**src/rtl/usb_tx_pkg.sv**
```systemverilog
// usb_tx_pkg: shared types and constants for the USB TX sequencer.
// The CRC states exist only when USB_TX_CRC16_EN is defined.
package usb_tx_pkg;

  typedef enum logic [2:0] {
    ST_IDLE,
    ST_SYNC,
    ST_PID,
    ST_DATA,
`ifdef USB_TX_CRC16_EN
    ST_CRC_LO,
    ST_CRC_HI,
`endif
    ST_EOP
  } state_t;

  localparam logic [7:0]  SYNC_BYTE = 8'h01;

  localparam logic [1:0]  PID_TYPE_SPECIAL   = 2'b00;
  localparam logic [1:0]  PID_TYPE_TOKEN     = 2'b01;
  localparam logic [1:0]  PID_TYPE_HANDSHAKE = 2'b10;
  localparam logic [1:0]  PID_TYPE_DATA      = 2'b11;

  localparam logic [15:0] CRC16_POLY = 16'h8005;
  localparam logic [15:0] CRC16_INIT = 16'hFFFF;

  function automatic logic [7:0] bitrev8(input logic [7:0] b);
    logic [7:0] r;
    r = '0;
    for (int unsigned i = 0; i < 8; i++) begin
      r[i] = b[7-i];
    end
    return r;
  endfunction

endpackage

```
**src/rtl/usb_crc16.sv**
```systemverilog
// usb_crc16: byte-wise CRC16 (poly 0x8005, byte bits consumed LSB-first) with clear/enable.
// Only built when USB_TX_CRC16_EN is defined.
`ifdef USB_TX_CRC16_EN
module usb_crc16
  import usb_tx_pkg::*;
(
  input  logic        clk,
  input  logic        n_rst,
  input  logic        clear,
  input  logic        en,
  input  logic [7:0]  data,
  output logic [15:0] crc
);

  function automatic logic [15:0] crc16_byte(input logic [15:0] c, input logic [7:0] d);
    logic [15:0] r;
    r = c;
    for (int unsigned i = 0; i < 8; i++) begin
      r = (r[15] ^ d[i]) ? ({r[14:0], 1'b0} ^ CRC16_POLY) : {r[14:0], 1'b0};
    end
    return r;
  endfunction

  always_ff @(posedge clk or negedge n_rst) begin
    if (!n_rst) begin
      crc <= CRC16_INIT;
    end else if (clear) begin
      crc <= CRC16_INIT;
    end else if (en) begin
      crc <= crc16_byte(crc, data);
    end
  end

endmodule
`endif

```
**src/rtl/usb_tx_sequencer.sv**
```systemverilog
// usb_tx_sequencer: drives the TX parallel-to-serial shifter through SYNC, PID, payload,
// optional CRC16 (USB_TX_CRC16_EN) and EOP for one USB packet.
module usb_tx_sequencer
  import usb_tx_pkg::*;
#(
  parameter int unsigned CLKS_PER_BIT = 1,
  parameter int unsigned EOP_BITS     = 3,
  parameter int unsigned MAX_LEN      = 64,
  localparam int unsigned LEN_W       = $clog2(MAX_LEN + 1)
) (
  input  logic             clk,
  input  logic             n_rst,
  input  logic             tx_start,
  input  logic [3:0]       tx_pid,
  input  logic [LEN_W-1:0] tx_len,
  input  logic [7:0]       byte_in,
  input  logic             byte_valid,
  output logic             byte_req,
  output logic             pts_load,
  output logic             pts_shift,
  output logic [7:0]       pts_data,
  output logic             eop_req,
  output logic             tx_busy,
  output logic             tx_done,
  output logic             tx_err
);

  localparam int unsigned      CW       = (CLKS_PER_BIT > 1) ? $clog2(CLKS_PER_BIT) : 1;
  localparam int unsigned      EOP_CYC  = EOP_BITS * CLKS_PER_BIT;
  localparam int unsigned      EW       = (EOP_CYC > 1) ? $clog2(EOP_CYC) : 1;
  localparam logic [CW-1:0]    CLK_LAST = CW'(CLKS_PER_BIT - 1);
  localparam logic [EW-1:0]    EOP_LAST = EW'(EOP_CYC - 1);
  localparam logic [LEN_W-1:0] LEN_MAX  = LEN_W'(MAX_LEN);

  state_t           state_q, state_d, after_data;
  logic [CW-1:0]    clk_cnt_q;
  logic [2:0]       bit_cnt_q;
  logic [LEN_W-1:0] byte_cnt_q;
  logic [3:0]       pid_q;
  logic [7:0]       hold_q, load_val;
  logic [EW-1:0]    eop_cnt_q;
  logic             done_q, accept, in_slot, tick, slot_first, slot_end;

  // A start coinciding with the done pulse is dropped so back-to-back packets keep a gap.
  assign accept     = (state_q == ST_IDLE) && tx_start && !done_q;
  assign tick       = (clk_cnt_q == '0);
  assign slot_first = tick && (bit_cnt_q == 3'd0);
  assign slot_end   = (clk_cnt_q == CLK_LAST) && (bit_cnt_q == 3'd7);
  assign in_slot    = !(state_q inside {ST_IDLE, ST_EOP});

`ifdef USB_TX_CRC16_EN
  logic [15:0] crc;

  assign after_data = (pid_q[1:0] == PID_TYPE_DATA) ? ST_CRC_LO : ST_EOP;

  usb_crc16 u_crc16 (
    .clk   (clk),
    .n_rst (n_rst),
    .clear (accept),
    .en    (byte_req),
    .data  (byte_in),
    .crc   (crc)
  );
`else
  assign after_data = ST_EOP;
`endif

  always_comb begin
    state_d   = state_q;
    load_val  = hold_q;
    pts_load  = 1'b0;
    pts_shift = in_slot && tick && (bit_cnt_q != 3'd0);
    byte_req  = 1'b0;
    tx_err    = 1'b0;
    eop_req   = 1'b0;
    case (state_q)
      ST_IDLE: begin
        if (accept) state_d = ST_SYNC;
      end
      ST_SYNC: begin
        load_val = SYNC_BYTE;
        pts_load = slot_first;
        if (slot_end) state_d = ST_PID;
      end
      ST_PID: begin
        load_val = bitrev8({~pid_q, pid_q});
        pts_load = slot_first;
        if (slot_end) state_d = (byte_cnt_q != '0) ? ST_DATA : after_data;
      end
      ST_DATA: begin
        load_val = bitrev8(byte_in);
        if (slot_first) begin
          if (byte_valid) begin
            pts_load = 1'b1;
            byte_req = 1'b1;
          end else begin
            tx_err  = 1'b1;
            state_d = ST_EOP;
          end
        end else if (slot_end && (byte_cnt_q == LEN_W'(1))) begin
          state_d = after_data;
        end
      end
`ifdef USB_TX_CRC16_EN
      ST_CRC_LO: begin
        load_val = bitrev8(~crc[7:0]);
        pts_load = slot_first;
        if (slot_end) state_d = ST_CRC_HI;
      end
      ST_CRC_HI: begin
        load_val = bitrev8(~crc[15:8]);
        pts_load = slot_first;
        if (slot_end) state_d = ST_EOP;
      end
`endif
      ST_EOP: begin
        eop_req = 1'b1;
        if (eop_cnt_q == EOP_LAST) state_d = ST_IDLE;
      end
      default: state_d = ST_IDLE;
    endcase
  end

  always_ff @(posedge clk or negedge n_rst) begin
    if (!n_rst) begin
      state_q    <= ST_IDLE;
      clk_cnt_q  <= '0;
      bit_cnt_q  <= '0;
      byte_cnt_q <= '0;
      pid_q      <= '0;
      hold_q     <= '0;
      eop_cnt_q  <= '0;
      done_q     <= 1'b0;
    end else begin
      state_q <= state_d;
      done_q  <= (state_q == ST_EOP) && (state_d == ST_IDLE);
      if (accept) begin
        byte_cnt_q <= (tx_len > LEN_MAX) ? LEN_MAX : tx_len;
        pid_q      <= tx_pid;
        clk_cnt_q  <= '0;
        bit_cnt_q  <= '0;
      end else if (in_slot) begin
        clk_cnt_q <= (clk_cnt_q == CLK_LAST) ? '0 : clk_cnt_q + CW'(1);
        if (clk_cnt_q == CLK_LAST) bit_cnt_q <= bit_cnt_q + 3'd1;
        if ((state_q == ST_DATA) && slot_end) byte_cnt_q <= byte_cnt_q - LEN_W'(1);
      end
      eop_cnt_q <= (state_q == ST_EOP) ? eop_cnt_q + EW'(1) : '0;
      if (pts_load) begin
        hold_q <= load_val;
      end else if (state_d == ST_IDLE) begin
        hold_q <= '0;
      end
    end
  end

  assign pts_data = pts_load ? load_val : hold_q;
  assign tx_busy  = (state_q != ST_IDLE);
  assign tx_done  = done_q;

endmodule
```
**config.mk**
```make
export PLATFORM = sky130hd
export DESIGN_NAME = usb_tx_sequencer
export DESIGN_NICKNAME = d
export VERILOG_FILES = /design/src/rtl/usb_tx_pkg.sv /design/src/rtl/usb_crc16.sv /design/src/rtl/usb_tx_sequencer.sv
export SDC_FILE = /design/constraint.sdc
export NUM_CORES = 1
export LEC_CHECK = 0
export CAP_MARGIN = 20
export CORE_UTILIZATION = 25
export CTS_BUF_LIST = sky130_fd_sc_hd__clkbuf_8
export DETAILED_ROUTE_END_ITERATION = 6
export PLACE_DENSITY_LB_ADDON = 0.12
export SLEW_MARGIN = 20
export SYNTH_ARGS = -nofsm -noshare
export SYNTH_HDL_FRONTEND = slang
export SYNTH_SLANG_ARGS = --single-unit
export TNS_END_PERCENT = 50
```
**constraint.sdc**
```tcl
create_clock -name clk -period 2.8 [get_ports clk]
set_input_delay 0.28 -clock clk [delete_from_list [all_inputs] [get_ports clk]]
set_output_delay 0.28 -clock clk [all_outputs]
set_load 0.05 [all_outputs]
```
==> flow_summary.ini <==
[synth]
synthTopCellsByArea = dfrtp_1 40%, ha_1 5.0%, mux2_4 4.3%
syn-instance-count = 181
synth-edff-count = 0
synth-seq-cells = 28
synth_top_area_share_pct = 40.3
synth.largest_area_cell = dfrtp_1
syn_nets = 211
syn_area_um2 = 1740
yosysWarnings = 0
synth_flop_cell = dfrtp_1
ys_types = 49
synth-seq-area-share_pct = 40.3
synth.avg_cell_area_um2 = 9.62
synthArstFlopShare_pct = 100

[cells_and_area]
diodes = 0
mostFrequentLayoutCell = dfrtp_1
nets = 250
layout_common_cells = 28 x dfrtp_1, 26 x clkdlybuf4s50_1, 17 x nand2_1
layout-drive-gt1-share_pct = 16.4
area_delta_synth_final_pct = 31.1
stdcell_count = 299

[clock_tree]
cts_resized = 0
clk_path_buf_depth = 2
cts_hold_buf = 0
numCtsBuffers = 3
post_cts_buffers = 0
cts_tree = done
cts_max_level = 1
clk_pin_slew_ns = 0.11
clkSinkCount = 28
root_buffer = clkbuf_8
clock_latency_ns = 0.29

[floorplan]
start_util_pct = 25.8
die-area_um2 = 7300
die_y_um = 85.4
ios = 38
rows = 30
core-area_um2 = 6760
die_w_um = 85.4

[placement]
post-dp-hpwl_mm = 3.29
pre_cts_ws_ns = 0.451
place_inst = 295
gp_congestion = 0.712
port_buffers = 37

[sta]
slew_violations = 0
tightest_slew_ns = 0.738
slew_headroom_pct = 50.7
hold_slack_ns = 0.374
min_period_ns = 2.49
rsz0062_at_grt = false
period_share_pct = 88.9
skew_ns = 0.00265
tns_ns = 0
setup_slack_ns = 0.312
max_freq_ghz = 0.402
hold_viol = 0
setup_viol_count_final = 0

[worst_setup_path]
max_stage_delay_ns = 0.62
startpoint_type = flip-flop
worst_r2r_path_depth = 7
crit_fanout = 15
path_cells = inv_1 -> ha_1 -> nand2b_1 -> or4_4 -> mux2_4 -> buf_4
required_ns = 2.52
reg2reg_slack_ns = 0.62
crit_end = pts_data[6]
cp-end-kind = output pin
critical_path_class = flip-flop to output pin
worstSetupStartpoint = bit_cnt_q[0]$_DFFE_PN0P_
crit_arrival_ns = 2.21
cp_slowest_cell = or4_4
r2r_start = bit_cnt_q[1]$_DFFE_PN0P_
r2r_end = hold_q[7]$_DFFE_PN0P_

[flow_run]
max_cap_viol_count = 0

[global_routing]
grt_util_met1_pct = 17.5
first_global_vias = 1419
grt_start_max_net_pins = 29
grt_pass1_wl_mm = 7.15
grt_util_met3_pct = 2.04
antenna_found_initial = 0
top_usage_layer = met2
grt-ovfl-total = 0
use_met2_pct = 20.7
grt_util_all_layers_pct = 12.7

[pwr]
p_leak_nw = 1.03
ir_drop_mv = 0.238
power-per-cell-area_nw_per_um2 = 1050

[run_status]
status = finished clean

[detailed_routing]
wl_per_cell_um = 14.8
drc = 0
drtIter0Drc = 52
first_pass_iters = 3
antenna_left = 0
dr_total_vias = 1418
wl_mm = 4.44
viasPerCell = 4.74

[hold_path]
worst_hold_path_type = input port to asynchronous set/reset pin
-- kinds of logic after synthesis --
family / synth area share (%)
AND/OR/NAND/NOR: 21.3
AO/OA/AOI/OAI: 19.4
flip-flops: 40.3
buffers and inverters: 7.12
adder cells (fa/ha/maj): 5.03
multiplexers: 4.89
XOR/XNOR: 2.01
-- worst max-delay path, delay by kind of cell (launching register included) --
family	cells	cell delay (ns)
mux	1	0.35
simple gates	2	0.70
flops	1	0.39
buf+inv	2	0.28
fa+ha+maj	1	0.19
-- metal layers --
layer,wire length (µm),vias up
met5,0,-
li1,-,711
met3,123,5
met1,2180,679
met4,43,0
met2,2090,23
-- final cells by class --
type,count,area [µm²]
flip-flops and latches,28,701
clock inverters,1,30.0
repair buffers,44,433
well taps,80,100
fillers,717,4480
clock buffers,3,41.3
inverters,16,60.1
multi-input cells,127,916
-- through the flow --
| step | power (W) | cell area (µm²) | utilization [%] |
|---|---|---|---|
| 6_report | 0.00241 | 2280 | 33.8 |
| 5_1_grt | 0.00257 | 2280 | 33.8 |
| 4_1_cts | 0.00243 | 2280 | 33.8 |
| 3_5_place_dp | 0.00209 | 2210 | 32.7 |
| 3_3_place_gp | 0.00209 | 2210 | 32.7 |
| 2_1_floorplan | 0.00167 | 1740 | - |
-- flip-flops by register name, summed over array words and instances, names as in the netlist --
signal / cells
tx_done: 1
state_q: 3
byte_cnt_q: 7
eop_cnt_q: 2
bit_cnt_q: 3
hold_q: 8
pid_q: 4
-- where the power goes --
part	internal, W	leakage (nW)	total, W	switching, W
Combinational	0.000590	0.657	0.00142	0.000831
Sequential	0.000549	0.336	0.000645	0.0000955
Clock	0.000192	0.0357	0.000340	0.000148
-- how the worst min path moves through the flow --
stage                                      start                        end  slack [ns]  cells after the start
after floorplan                            n_rst   bit_cnt_q[0]$_DFFE_PN0P_       -0.02                      0
after global placement    eop_cnt_q[0]$_DFF_PN0_     eop_cnt_q[0]$_DFF_PN0_        0.42                      1
after detailed placement  eop_cnt_q[0]$_DFF_PN0_     eop_cnt_q[0]$_DFF_PN0_        0.42                      1
after CTS                                  n_rst       state_q[0]$_DFF_PN0_        0.39                      2
after global routing                       n_rst  byte_cnt_q[3]$_DFFE_PN0P_        0.40                      2
final                                      n_rst       state_q[0]$_DFF_PN0_        0.37                      2
-- cell usage after synthesis (all sizes together), types with 5 or more instances --
cell / number
mux2: 5
dfrtp: 28
buf: 7
a221oi: 7
a21boi: 5
nand2: 17
nand3: 6
nor2b: 6
inv: 16
a21oi: 11
ha: 7
nor2: 16
Power figures use the tool's default switching activity.
